--- src/rtl/acdc_pkg.sv ---
`default_nettype none
// ============================================================================
// Module   : acdc_pkg
// Purpose  : Shared constants, fetch FSM state type, branch-target table and
//            offset sign-extension helper for the ACDC fetch stage.
// Contents : PC_W, LUT_AW, OFF_W widths; fetch_state_t; BRANCH_LUT;
//            sext_offset().
// Revision : 1.0 - initial release
// ============================================================================
package acdc_pkg;

  localparam int PC_W   = 10;  // program counter width, imem depth 2**PC_W
  localparam int LUT_AW = 4;   // branch-target LUT index width
  localparam int OFF_W  = 6;   // signed relative-branch offset width

  typedef enum logic [1:0] {
    ST_RESET  = 2'd0,
    ST_RUN    = 2'd1,
    ST_HALTED = 2'd2
  } fetch_state_t;

  // Absolute jump / LUT-branch targets. Programs retarget branches here only.
  localparam logic [PC_W-1:0] BRANCH_LUT [2**LUT_AW] = '{
    10'h000, 10'h014, 10'h12C, 10'h0A0,
    10'h200, 10'h140, 10'h3FF, 10'h050,
    10'h100, 10'h180, 10'h2A0, 10'h300,
    10'h07F, 10'h1E0, 10'h260, 10'h3C0
  };

  // Two's-complement widening of a relative displacement to PC width, so a
  // plain PC_W-bit add wraps modulo 2**PC_W in both directions.
  function automatic logic [PC_W-1:0] sext_offset(input logic [OFF_W-1:0] off);
    return {{(PC_W-OFF_W){off[OFF_W-1]}}, off};
  endfunction

endpackage
`default_nettype wire

--- src/rtl/fetch_unit_if.sv ---
`default_nettype none
// ============================================================================
// Module   : fetch_unit_if
// Purpose  : Control/flow bundle between the ACDC core and its fetch stage.
// Signals  : stall, branch_en, jump_en, rel_sel, target_idx, offset, halt_req
//            (core -> fetch); PC, halt, redirect (fetch -> core).
// Modports : master = core side, slave = fetch unit side.
// Revision : 1.0 - initial release
// ============================================================================
interface fetch_unit_if;
  import acdc_pkg::*;

  logic              stall;
  logic              branch_en;
  logic              jump_en;
  logic              rel_sel;
  logic [LUT_AW-1:0] target_idx;
  logic [OFF_W-1:0]  offset;
  logic              halt_req;
  logic [PC_W-1:0]   PC;
  logic              halt;
  logic              redirect;

  modport master (
    output stall, branch_en, jump_en, rel_sel, target_idx, offset, halt_req,
    input  PC, halt, redirect
  );

  modport slave (
    input  stall, branch_en, jump_en, rel_sel, target_idx, offset, halt_req,
    output PC, halt, redirect
  );

endinterface
`default_nettype wire

--- src/rtl/branch_lut.sv ---
`default_nettype none
// ============================================================================
// Module   : branch_lut
// Purpose  : Combinational ROM mapping a branch-target index to an absolute
//            instruction address; contents come from acdc_pkg::BRANCH_LUT.
// Ports    : idx    (in,  LUT_AW) table index
//            target (out, PC_W)   absolute target address
// Revision : 1.0 - initial release
// ============================================================================
module branch_lut
  import acdc_pkg::*;
(
  input  logic [LUT_AW-1:0] idx,
  output logic [PC_W-1:0]   target
);

  assign target = BRANCH_LUT[idx];

endmodule
`default_nettype wire

--- src/rtl/fetch_unit.sv ---
`default_nettype none
// ============================================================================
// Module   : fetch_unit
// Purpose  : ACDC instruction-fetch stage. Owns the program counter, resolves
//            sequential / LUT-jump / relative-branch next PC, and produces the
//            halt flag. All outputs are registered.
// Ports    : CLK   (in)  clock, rising edge
//            start (in)  synchronous active-high reset/init
//            bus   (fetch_unit_if.slave) core controls in; PC, halt,
//                  redirect out
// Revision : 1.0 - initial release
// ============================================================================
module fetch_unit
  import acdc_pkg::*;
(
  input  logic         CLK,
  input  logic         start,
  fetch_unit_if.slave  bus
);

  fetch_state_t    r_state;
  fetch_state_t    w_state_next;
  logic [PC_W-1:0] r_pc;
  logic [PC_W-1:0] w_pc_next;
  logic            r_halt;
  logic            w_halt_next;
  logic            r_redirect;
  logic            w_redirect_next;
  logic [PC_W-1:0] w_lut_target;
  logic [PC_W-1:0] w_rel_target;

  branch_lut u_branch_lut (
    .idx    (bus.target_idx),
    .target (w_lut_target)
  );

  // Width-matched add: overflow bits fall off, giving mod 2**PC_W wrap.
  assign w_rel_target = r_pc + sext_offset(bus.offset);

  // State register; start overrides everything else.
  always_ff @(posedge CLK) begin
    if (start) begin
      r_state    <= ST_RESET;
      r_pc       <= '0;
      r_halt     <= 1'b0;
      r_redirect <= 1'b0;
    end else begin
      r_state    <= w_state_next;
      r_pc       <= w_pc_next;
      r_halt     <= w_halt_next;
      r_redirect <= w_redirect_next;
    end
  end

  // Next-state / next-PC. redirect is a one-cycle pulse, so it defaults low.
  always_comb begin
    w_state_next    = r_state;
    w_pc_next       = r_pc;
    w_halt_next     = r_halt;
    w_redirect_next = 1'b0;

    unique case (r_state)
      ST_RESET: begin
        // PC stays 0 so address 0 is the first instruction executed.
        w_pc_next    = '0;
        w_halt_next  = 1'b0;
        w_state_next = ST_RUN;
      end

      ST_RUN: begin
        if (bus.halt_req) begin
          w_state_next = ST_HALTED;
          w_halt_next  = 1'b1;
        end else if (bus.stall) begin
          w_pc_next = r_pc;
        end else if (bus.jump_en || (bus.branch_en && !bus.rel_sel)) begin
          // A jump wins over a simultaneous branch, so rel_sel is ignored.
          w_pc_next       = w_lut_target;
          w_redirect_next = 1'b1;
        end else if (bus.branch_en) begin
          // Zero offset is a legal self-loop and still flags a redirect.
          w_pc_next       = w_rel_target;
          w_redirect_next = 1'b1;
        end else begin
          w_pc_next = r_pc + PC_W'(1);
        end
      end

      ST_HALTED: begin
        w_halt_next = 1'b1;
      end

      default: begin
        w_state_next = ST_RESET;
        w_pc_next    = '0;
        w_halt_next  = 1'b0;
      end
    endcase
  end

  assign bus.PC       = r_pc;
  assign bus.halt     = r_halt;
  assign bus.redirect = r_redirect;

endmodule
`default_nettype wire

--- src/flat_wrapper.sv ---
// flat-port wrapper written by rule: the top's interface ports become plain ports
module fetch_unit_flat import acdc_pkg::*;
  (CLK, start, bus_stall, bus_branch_en, bus_jump_en, bus_rel_sel, bus_target_idx, bus_offset, bus_halt_req, bus_PC, bus_halt, bus_redirect);
  fetch_unit_if bus_i ();
  input  logic CLK;
  input  logic start;
  input wire logic [$bits(bus_i.stall)-1:0] bus_stall;
  input wire logic [$bits(bus_i.branch_en)-1:0] bus_branch_en;
  input wire logic [$bits(bus_i.jump_en)-1:0] bus_jump_en;
  input wire logic [$bits(bus_i.rel_sel)-1:0] bus_rel_sel;
  input wire logic [$bits(bus_i.target_idx)-1:0] bus_target_idx;
  input wire logic [$bits(bus_i.offset)-1:0] bus_offset;
  input wire logic [$bits(bus_i.halt_req)-1:0] bus_halt_req;
  output wire logic [$bits(bus_i.PC)-1:0] bus_PC;
  output wire logic [$bits(bus_i.halt)-1:0] bus_halt;
  output wire logic [$bits(bus_i.redirect)-1:0] bus_redirect;
  assign bus_i.stall = bus_stall;
  assign bus_i.branch_en = bus_branch_en;
  assign bus_i.jump_en = bus_jump_en;
  assign bus_i.rel_sel = bus_rel_sel;
  assign bus_i.target_idx = bus_target_idx;
  assign bus_i.offset = bus_offset;
  assign bus_i.halt_req = bus_halt_req;
  assign bus_PC = bus_i.PC;
  assign bus_halt = bus_i.halt;
  assign bus_redirect = bus_i.redirect;
  fetch_unit u_core (.CLK(CLK), .start(start), .bus(bus_i));
endmodule
--- config.mk ---
export PLATFORM = sky130hd
export DESIGN_NAME = fetch_unit_flat
export DESIGN_NICKNAME = d
export VERILOG_FILES = /design/src/rtl/acdc_pkg.sv /design/src/rtl/fetch_unit_if.sv /design/src/rtl/branch_lut.sv /design/src/rtl/fetch_unit.sv /design/src/flat_wrapper.sv
export SDC_FILE = /design/constraint.sdc
export NUM_CORES = 1
export LEC_CHECK = 0
export CAP_MARGIN = 10
export CORE_MARGIN = 1
export CORE_UTILIZATION = 53
export CTS_BUF_LIST = sky130_fd_sc_hd__clkbuf_2 sky130_fd_sc_hd__clkbuf_4 sky130_fd_sc_hd__clkbuf_8
export DETAILED_ROUTE_END_ITERATION = 6
export MAX_ROUTING_LAYER = met4
export PLACE_DENSITY = 0.92
export SLEW_MARGIN = 10
export SYNTH_ARGS = -nofsm -noshare
export SYNTH_HDL_FRONTEND = slang
export SYNTH_HIERARCHICAL = 1
export SYNTH_SLANG_ARGS = --single-unit
--- constraint.sdc ---
create_clock -name CLK -period 2.87 [get_ports CLK]
set_input_delay 0.287 -clock CLK [delete_from_list [all_inputs] [get_ports CLK]]
set_output_delay 0.287 -clock CLK [all_outputs]
set_load 0.005 [all_outputs]
; Word level (Yosys, flattened, before mapping)
; Memories as Yosys holds them, arrays and structs flattened.
; Index checks and enable logic that the tools add are counted.
[word_totals]
reg_bits = 14
romBits = 160
output_inout_bits = 12
word_cells = 36
mem_count = 1
[op_classes]
addsub = 2
magnitude_cmp = 1
n_eq_ne = 5
muxes = 13
n_bitwise = 3
reduce_logical = 7
[memory_table]
columns = name, depth, width, read_ports, rd_clocked_by_memory_dff, wr, line
row1 = (no name shown), 16, 10, 1, 0, 0, branch_lut.sv:17  ; assign target = BRANCH_LUT[idx];
[op_table]
columns = op, count
row1 = $mux 10, 6
row2 = $pmux 10 s2, 1
row3 = $add 10x1->10 const B, 1
row4 = $add 10x10->10, 1
row5 = $ne 2x2->1 const B, 3
row6 = $pmux 2 s3, 1
row7 = $ge 5x5->1 const B, 1
row8 = $not 4->5, 1
row9 = $reduce_or 4->1, 1
row10 = $mux 1, 3
row11 = $reduce_and 3->1, 1
row12 = $eq 2x1->1 const B, 1
row13 = $eq 2x2->1 const B, 1
row14 = $logic_not 2->1, 1
row15 = $mux 2, 1
row16 = $not 1->1, 2
row17 = $pmux 1 s2, 1
row18 = $reduce_and 2->1, 1
row19 = $logic_and 1x1->1, 1
row20 = $logic_not 1->1, 1
row21 = $logic_or 1x1->1, 1

; Logic depth before layout (Yosys ltp)
; Gate-level depths: netlist of the first run.
[logic_depth]
ltp_word = 8
depth_mapped = 8
depth_no_buf = 8

; Hierarchy
; The synthesis of the first run kept the hierarchy.
[modules_own_cells]
columns = mod, instances, cells_per_inst, area_per_inst_um2
row1 = fetch_unit, 1, 132, 1119.8
row2 = branch_lut, 1, 31, 261.5

; Worst setup path before layout of the first run
; OpenSTA, ideal clock, no wires.
[synth_timing]
kind = input to register
start = in bus_offset[0]
end = reg u_core.r_pc[8] (netlist: u_core/bus.PC[8])
t_arrival_ps = 2055
required_time_ps = 2756
path_slack_ps = 701
path_stages = 8
n_path_buf = 0
path_cell_list = nand2b_1 -> ha_1 -> fa_1 -> a211o_1 -> a21oi_1 -> mux2i_1 -> a31o_2 -> a21o_1
[synth_between]
elab_chain_cells = 6
[synth_rtl]
columns = item, line
row1 = from (decl), flat_wrapper.sv:12  ; input wire logic [$bits(bus_i.offset)-1:0] bus_offset;
row2 = $add 10x10->10, fetch_unit.sv:38  ; assign w_rel_target = r_pc + sext_offset(bus.offset);
row3 = $mux 10, fetch_unit.sv:80  ; end else if (bus.branch_en) begin
row4 = $mux 10, fetch_unit.sv:76  ; end else if (bus.jump_en || (bus.branch_en && !bus.rel_sel)) begin
row5 = $mux 10, fetch_unit.sv:74  ; end else if (bus.stall) begin
row6 = $mux 10, fetch_unit.sv:71  ; if (bus.halt_req) begin
row7 = $pmux 10 s2, fetch_unit.sv:62  ; unique case (r_state)
row8 = to (signal assigned), fetch_unit.sv:49  ; r_pc <= w_pc_next;
row9 = to (decl), fetch_unit.sv:23  ; logic [PC_W-1:0] r_pc;
; Every way passes these cells. The select of a mux whose other input is x is not followed.
; A chain may end at the register's enable or synchronous reset.

; Final worst setup path of the first run
[layout_timing]
start = in bus_branch_en
end = reg u_core.r_pc[9] (netlist: u_core/bus.PC[9])
[layout_between]
elab_chain_cells = 6
[layout_rtl]
columns = item, line
row1 = from (decl), flat_wrapper.sv:8  ; input wire logic [$bits(bus_i.branch_en)-1:0] bus_branch_en;
row2 = $logic_and 1x1->1, fetch_unit.sv:76
row3 = $logic_or 1x1->1, fetch_unit.sv:76
row4 = $mux 10 (*), fetch_unit.sv:76
row5 = $mux 10 (*), fetch_unit.sv:74
row6 = $mux 10 (*), fetch_unit.sv:71
row7 = $pmux 10 s2 (*), fetch_unit.sv:62
; Mark *: on every way between the ends. The rest lies on a longest branch, timed or not. The select of a mux whose other input is x is not followed.

==> results.json, run 1 <==
{
  "outcome": "finished, final reports clean",
  "final_common_cell": "clkdlybuf4s50_1",
  "p_leak_nw": 0.7562,
  "antenna_found_initial": 0,
  "crit_path_start_kind": "primary input",
  "clkLatencyLatePin_ps": 280,
  "max_freq_ghz": 0.3873,
  "critical_path_required_ps": 3040,
  "r2r_end": "u_core/bus.PC[7]$_SDFFE_PP0P_",
  "drive_gt1_share_pct": 8.511,
  "setup_viol": 0,
  "critPathArrivalTime_ps": 2750,
  "slew_violations": 0,
  "cp_slowest_stage_delay_ps": 520,
  "dpl_cell_area_sq_mm": 0.001659,
  "hp-start": "u_core/bus.PC[2]$_SDFFE_PP0P_",
  "hold_class": "reg2reg",
  "peakVddDrop_mv": 0.3679,
  "ys_seq_elements": 14,
  "postCtsHoldBufs": 0,
  "critPathLaunch": "bus_branch_en",
  "p_total_w": 0.0005440,
  "powerDensity_mw_per_mm2": 320.9,
  "synth-edff-count": 0,
  "synth_ff_type": "dfxtp_1",
  "combPwrFrac_pct": 34.3,
  "min_period_ps": 2582,
  "synth.distinct_cells": 53,
  "syn_area_sq_mm": 0.001381,
  "gp_congestion": 0.8336,
  "r2r_slack_ps": 580,
  "final.setup.worst_slack_ps": 287.9,
  "swShare_pct": 31.91,
  "ios": 29,
  "totalWireLength_um": 3534,
  "numPortBuffers": 28,
  "ys_seq_area_share_pct": 20.29,
  "avgRoutedWirePerCell_um": 16.21,
  "worstPathMaxFanout": 8,
  "switchingPower_w": 0.0001736,
  "internal-power_w": 0.0003705,
  "nets": 220,
  "antenna_cells": 0,
  "cts_buffer_depth": 2,
  "finalClockSkew_ps": 7.648,
  "yosys_warnings": 6,
  "cts_max_level": 1,
  "clk_pin_slew_ps": 90,
  "dp_hpwl_um": 2696,
  "r2r_cells": 6,
  "syn_to_final_growth_pct": 22.74,
  "crit_chain": "clkdlybuf4s50_1 > and2_1 > ha_1 > and2_1 > a221oi_2 > a211oi_1 > o211a_1 > or3b_1",
  "die-height_um": 53.05,
  "grt_overflow": 0,
  "endpoint": "u_core/bus.PC[9]$_SDFFE_PP0P_",
  "grt_pass1_vias": 1351,
  "maxSlewHeadroom_pct": 44.66,
  "drc_errors": 0,
  "syn_area_per_cell_sq_um": 8.474,
  "dp_slack_ps": -8.153,
  "worstMarginPinSlew_ps": 828.4,
  "grt_pass1_wl_um": 5533,
  "hold_viol_final": 0,
  "dr.pass1.iters": 4,
  "cp-end-kind": "register",
  "vias_per_cell": 6.450,
  "rsz0062_at_grt": "false",
  "cts_buffers": 3,
  "rr_startpoint": "u_core/r_state[0]$_SDFFE_PP0P_",
  "pwr-share-seq_pct": 39.3,
  "cp_common_cell": "and2_1",
  "layout_common_cells": "clkdlybuf4s50_1 (28), dfxtp_1 (14), ha_1 (13)",
  "start_util_pct": 55.76,
  "power_frac_clock_pct": 26.4,
  "postLayoutCoreUtil_pct": 68.43,
  "cts_tree": "yes",
  "async_flop_share_pct": 0,
  "grt_max_degree": 14,
  "cpMaxStageDelayCell": "clkdlybuf4s50_1",
  "syn-num-nets": 194,
  "syn-instance-count": 163,
  "cts.sinks": 14,
  "post-cts-setup-buffer-count": 0,
  "clock-root-buffer": "clkbuf_4",
  "design_area_sq_mm": 0.001695,
  "die_width_um": 53.05,
  "timing.final.crit_share_pct": 89.97,
  "maxCapViolCount": 0,
  "num_vias": 1406,
  "ant_nets": 0,
  "critPathKind": "in2reg",
  "coreArea_sq_mm": 0.002477,
  "rows": 18,
  "drt_first_iter_violations": 52,
  "dieArea_sq_mm": 0.002814,
  "grt_usage_pct": 27.55,
  "cts_resized": 0
}
==> metal layers <==
metal | routed length, um | part of all wire (%) | track usage, % | vias up
met5 | 0 | 0 | - | -
met3 | 257 | 7.3 | 2.874 | 21
met4 | 163 | 4.6 | 14.04 | 0
li1 | - | - | - | 660
met2 | 1724 | 49 | 49.37 | 79
met1 | 1388 | 39 | 29.83 | 646
==> critical path: cells and delay by family <==
kind / cells / cell delay, ps
fa+ha+maj: 1 / 340
compound gates: 3 / 850
buf+inv: 1 / 520
simple gates: 3 / 750
==> state kept, by name, summed over array words and instances, names as in the netlist <==
signal	cells
u_core/bus.PC	10
u_core/bus.halt	1
u_core/bus.redirect	1
u_core/r_state	2
==> cells in the mapped netlist (3+ instances only) <==
library cell | instances | share of area, %
o21ai_0 | 8 | 2.9
a21o_1 | 3 | 1.6
or4_1 | 3 | 1.6
mux2_2 | 3 | 2.4
nand3_1 | 7 | 2.5
and2_1 | 6 | 2.7
mux2i_1 | 4 | 2.9
a32oi_1 | 3 | 1.9
nand2_1 | 12 | 3.3
a21oi_1 | 7 | 2.5
ha_1 | 13 | 12
nor2_1 | 12 | 3.3
a22o_1 | 4 | 2.5
nand2b_1 | 5 | 2.3
inv_1 | 9 | 2.4
dfxtp_1 | 14 | 20
==> stage by stage <==
step,std cells,TNS [ps],hold WS [ps]
after floorplan,163,0,365.3
after global placement,214,0,469.0
after detailed placement,214,-8.153,481.7
after CTS,218,0,494.0
after global routing,218,0,531.1
final,218,0,490.8
==> cell type report <==
type	count	area (sq um)
fillers	195	782.0
inverters	9	33.78
repair buffers	28	280.3
multi-input cells	133	1027
clock buffers	4	36.28
well taps	30	37.54
flip-flops and latches	14	280.3
==> power groups by stage <==
stage               registers (W)  logic, W  clock network (W)
CTS                      0.000214  0.000183           0.000149
global route             0.000215  0.000200           0.000154
floorplan                0.000216  0.000116                  0
finish                   0.000214  0.000187           0.000144
global placement         0.000217  0.000168                  0
detailed placement       0.000219  0.000181                  0
==> kinds of logic after synthesis <==
kind of cell / count (synthesis) / share of synthesized area, %
AO/OA/AOI/OAI: 44 / 23.46
XOR/XNOR: 3 / 1.903
adder cells (fa/ha/maj): 14 / 13.22
buffers and inverters: 16 / 5.344
flip-flops: 14 / 20.29
multiplexers: 10 / 9.691
AND/OR/NAND/NOR: 62 / 26.09
==> worst min-delay path by stage <==
stage / endpoint / slack, ps / cells past startpoint
final: u_core/bus.PC[2]$_SDFFE_PP0P_ / 490 / 2
after global placement: u_core/bus.PC[2]$_SDFFE_PP0P_ / 470 / 2
after CTS: u_core/bus.PC[2]$_SDFFE_PP0P_ / 490 / 2
after detailed placement: u_core/bus.PC[2]$_SDFFE_PP0P_ / 480 / 2
after global routing: u_core/bus.PC[2]$_SDFFE_PP0P_ / 530 / 2
after floorplan: u_core/bus.redirect$_SDFF_PP0_ / 370 / 1
Note: power is estimated with default switching activity, not from simulation.
==> inputs of run 2 (changes only) <==
--- a/config.mk
+++ b/config.mk
@@ -10,8 +10,10 @@
 export CORE_UTILIZATION = 53
 export CTS_BUF_LIST = sky130_fd_sc_hd__clkbuf_2 sky130_fd_sc_hd__clkbuf_4 sky130_fd_sc_hd__clkbuf_8
 export DETAILED_ROUTE_END_ITERATION = 6
+export HOLD_SLACK_MARGIN = 0.02
 export MAX_ROUTING_LAYER = met4
 export PLACE_DENSITY = 0.92
+export SKIP_CTS_REPAIR_TIMING = 1
 export SLEW_MARGIN = 10
 export SYNTH_ARGS = -nofsm -noshare
 export SYNTH_HDL_FRONTEND = slang
==> results of run 2 <==
Final layout, timing and power as in run 1 (identical DEF).
==> inputs of run 3 (changes only) <==
--- a/config.mk
+++ b/config.mk
@@ -10,6 +10,7 @@
 export CORE_UTILIZATION = 53
 export CTS_BUF_LIST = sky130_fd_sc_hd__clkbuf_2 sky130_fd_sc_hd__clkbuf_4 sky130_fd_sc_hd__clkbuf_8
 export DETAILED_ROUTE_END_ITERATION = 6
+export GPL_TIMING_DRIVEN = 0
 export HOLD_SLACK_MARGIN = 0.02
 export MAX_ROUTING_LAYER = met4
 export PLACE_DENSITY = 0.92
==> run 3 against run 2 <==
Against the previous run:
- final cell count is 3.2% higher
- register-to-register slack worse by 70 ps
- routed wire length is 3.7% higher
- total power is 2.5% higher
- worst setup slack worse by 58 ps
- maximum frequency is 2.2% lower
- clock skew is 6.4 ps lower
- critical endpoint unchanged
- first-iteration DRC count is 21% lower
- clock power is 6% higher
==> results.json, run 3 (synthesized netlist as in run 1, its figures left out) <==
{
  "outcome": "finished, final reports clean",
  "largest_reg_flops": 10,
  "power_frac_clock_pct": 27.3,
  "cp_slowest_stage_delay_ps": 550,
  "nets": 227,
  "layout_common_cells": "clkdlybuf4s50_1 (28), dfxtp_1 (14), ha_1 (13)",
  "final_cells": 225,
  "critPathLaunch": "bus_branch_en",
  "hold_class": "reg2reg",
  "maxCapViolCount": 0,
  "grt_pass1_vias": 1309,
  "pwr-share-seq_pct": 38.3,
  "clock-root-buffer": "clkbuf_4",
  "internal-power_w": 0.0003744,
  "cts.sinks": 14,
  "start_util_pct": 55.76,
  "combPwrFrac_pct": 34.4,
  "worstPathMaxFanout": 8,
  "slew_violations": 0,
  "final.setup.worst_slack_ps": 229.6,
  "critPathArrivalTime_ps": 2820,
  "min_period_ps": 2640,
  "fill_cells": 184,
  "num_vias": 1431,
  "powerDensity_mw_per_mm2": 321.3,
  "critPathKind": "in2reg",
  "cp_common_cell": "and2_1",
  "dieArea_sq_mm": 0.002814,
  "switchingPower_w": 0.0001831,
  "hp-start": "u_core/bus.PC[2]$_SDFFE_PP0P_",
  "critPathBufInv": 1,
  "dpl_cell_area_sq_mm": 0.001699,
  "cts_buffers": 3,
  "rsz0062_at_grt": "false",
  "peakVddDrop_mv": 0.2566,
  "rows": 18,
  "die_width_um": 53.05,
  "design_area_sq_mm": 0.001735,
  "gp_congestion": 0.8538,
  "drive_gt1_share_pct": 10.26,
  "final_common_cell": "clkdlybuf4s50_1",
  "totalWireLength_um": 3666,
  "hold_viol_final": 0,
  "crit_chain": "clkdlybuf4s50_1 > and2_1 > ha_1 > and2_1 > a221oi_2 > a211oi_1 > o211a_1 > or3b_1",
  "die-height_um": 53.05,
  "numPortBuffers": 28,
  "rr_startpoint": "u_core/r_state[0]$_SDFFE_PP0P_",
  "max_freq_ghz": 0.3787,
  "drc_errors": 0,
  "clkLatencyLatePin_ps": 300,
  "coreArea_sq_mm": 0.002477,
  "syn_to_final_growth_pct": 25.63,
  "cts_max_level": 1,
  "dr.pass1.iters": 4,
  "dp.cells": 221,
  "p_leak_nw": 0.7794,
  "swShare_pct": 32.85,
  "crit_path_start_kind": "primary input",
  "cp-end-kind": "register",
  "maxSlewHeadroom_pct": 49.61,
  "ant_nets": 0,
  "grt_usage_pct": 29.01,
  "multiInputGateArea_sq_mm": 0.001027,
  "setup_viol": 0,
  "worstMarginPinSlew_ps": 753.9,
  "antenna_cells": 0,
  "avgRoutedWirePerCell_um": 16.29,
  "antenna_found_initial": 0,
  "cts_buffer_depth": 2,
  "holdWs_ps": 504.2,
  "cts_tree": "yes",
  "clk_pin_slew_ps": 90,
  "layout.area.seq_sq_um": 280.3,
  "dp_slack_ps": -39.87,
  "dp_hpwl_um": 2782,
  "grt_overflow": 0,
  "finalClockSkew_ps": 1.254,
  "vias_per_cell": 6.360,
  "timing.final.crit_share_pct": 92.00,
  "ios": 29,
  "grt_pass1_wl_um": 5768,
  "cpMaxStageDelayCell": "clkdlybuf4s50_1",
  "grt_max_degree": 11,
  "critical_path_required_ps": 3050,
  "drt_first_iter_violations": 41,
  "critical_path.top_delay_family": "compound AO/OA/AOI/OAI gates"
}
-- run 3: changes by cell type in the layout (fill, tap and decap cells not counted), sizes merged --
cell and change:
clkbuf +2, buf +5
-- run 3: layout make-up --
type | count | share of cell area (%)
Sequential cell | 14 | 16.15
Multi-Input combinational cell | 133 | 59.19
Buffer | 7 | 2.307
Inverter | 9 | 1.947
Clock buffer | 4 | 2.091
Timing Repair Buffer | 28 | 16.15
Tap cell | 30 | 2.163
-- run 3: worst min-delay path, stage by stage, from the launching register on --
cell,delay (ps)
dfxtp_1,340
nand2_1,60
a21oi_1,60
-- run 3: power by group through the flow --
stage	combinational [W]	sequential [W]	clock, W
2_1_floorplan	0.000116	0.000216	0
3_3_place_gp	0.000174	0.000216	0
3_5_place_dp	0.000188	0.000218	0
4_1_cts	0.000189	0.000214	0.000152
5_1_grt	0.000208	0.000215	0.000161
6_report	0.000192	0.000213	0.000152
-- run 3: metrics by stage --
step | TNS [ps] | total power [W] | util (%)
2_1_floorplan | 0 | 0.0003323 | -
3_3_place_gp | 0 | 0.0003902 | 68.59
3_5_place_dp | -108.3 | 0.0004059 | 68.59
4_1_cts | 0 | 0.0005552 | 70.05
5_1_grt | 0 | 0.0005828 | 70.05
6_report | 0 | 0.0005575 | 70.05
-- run 3: path summary, 6_finish.rpt --
kind	endpoint	slack [ps]	depth (start not counted)
hold / removal	u_core/bus.PC[2]$_SDFFE_PP0P_	500	2
setup reg to reg	u_core/bus.PC[7]$_SDFFE_PP0P_	510	6
setup / recovery	u_core/bus.PC[9]$_SDFFE_PP0P_	230	8
hold reg to reg	u_core/bus.PC[2]$_SDFFE_PP0P_	500	2
-- run 3: per-layer routing --
metal  global-route usage [%]  routed length, um  vias up
li1                         -                  -      676
met1                    33.10               1516      669
met2                    49.58               1751       71
met3                    3.448                260       15
met4                    14.91                138        0
met5                        -                  0        -
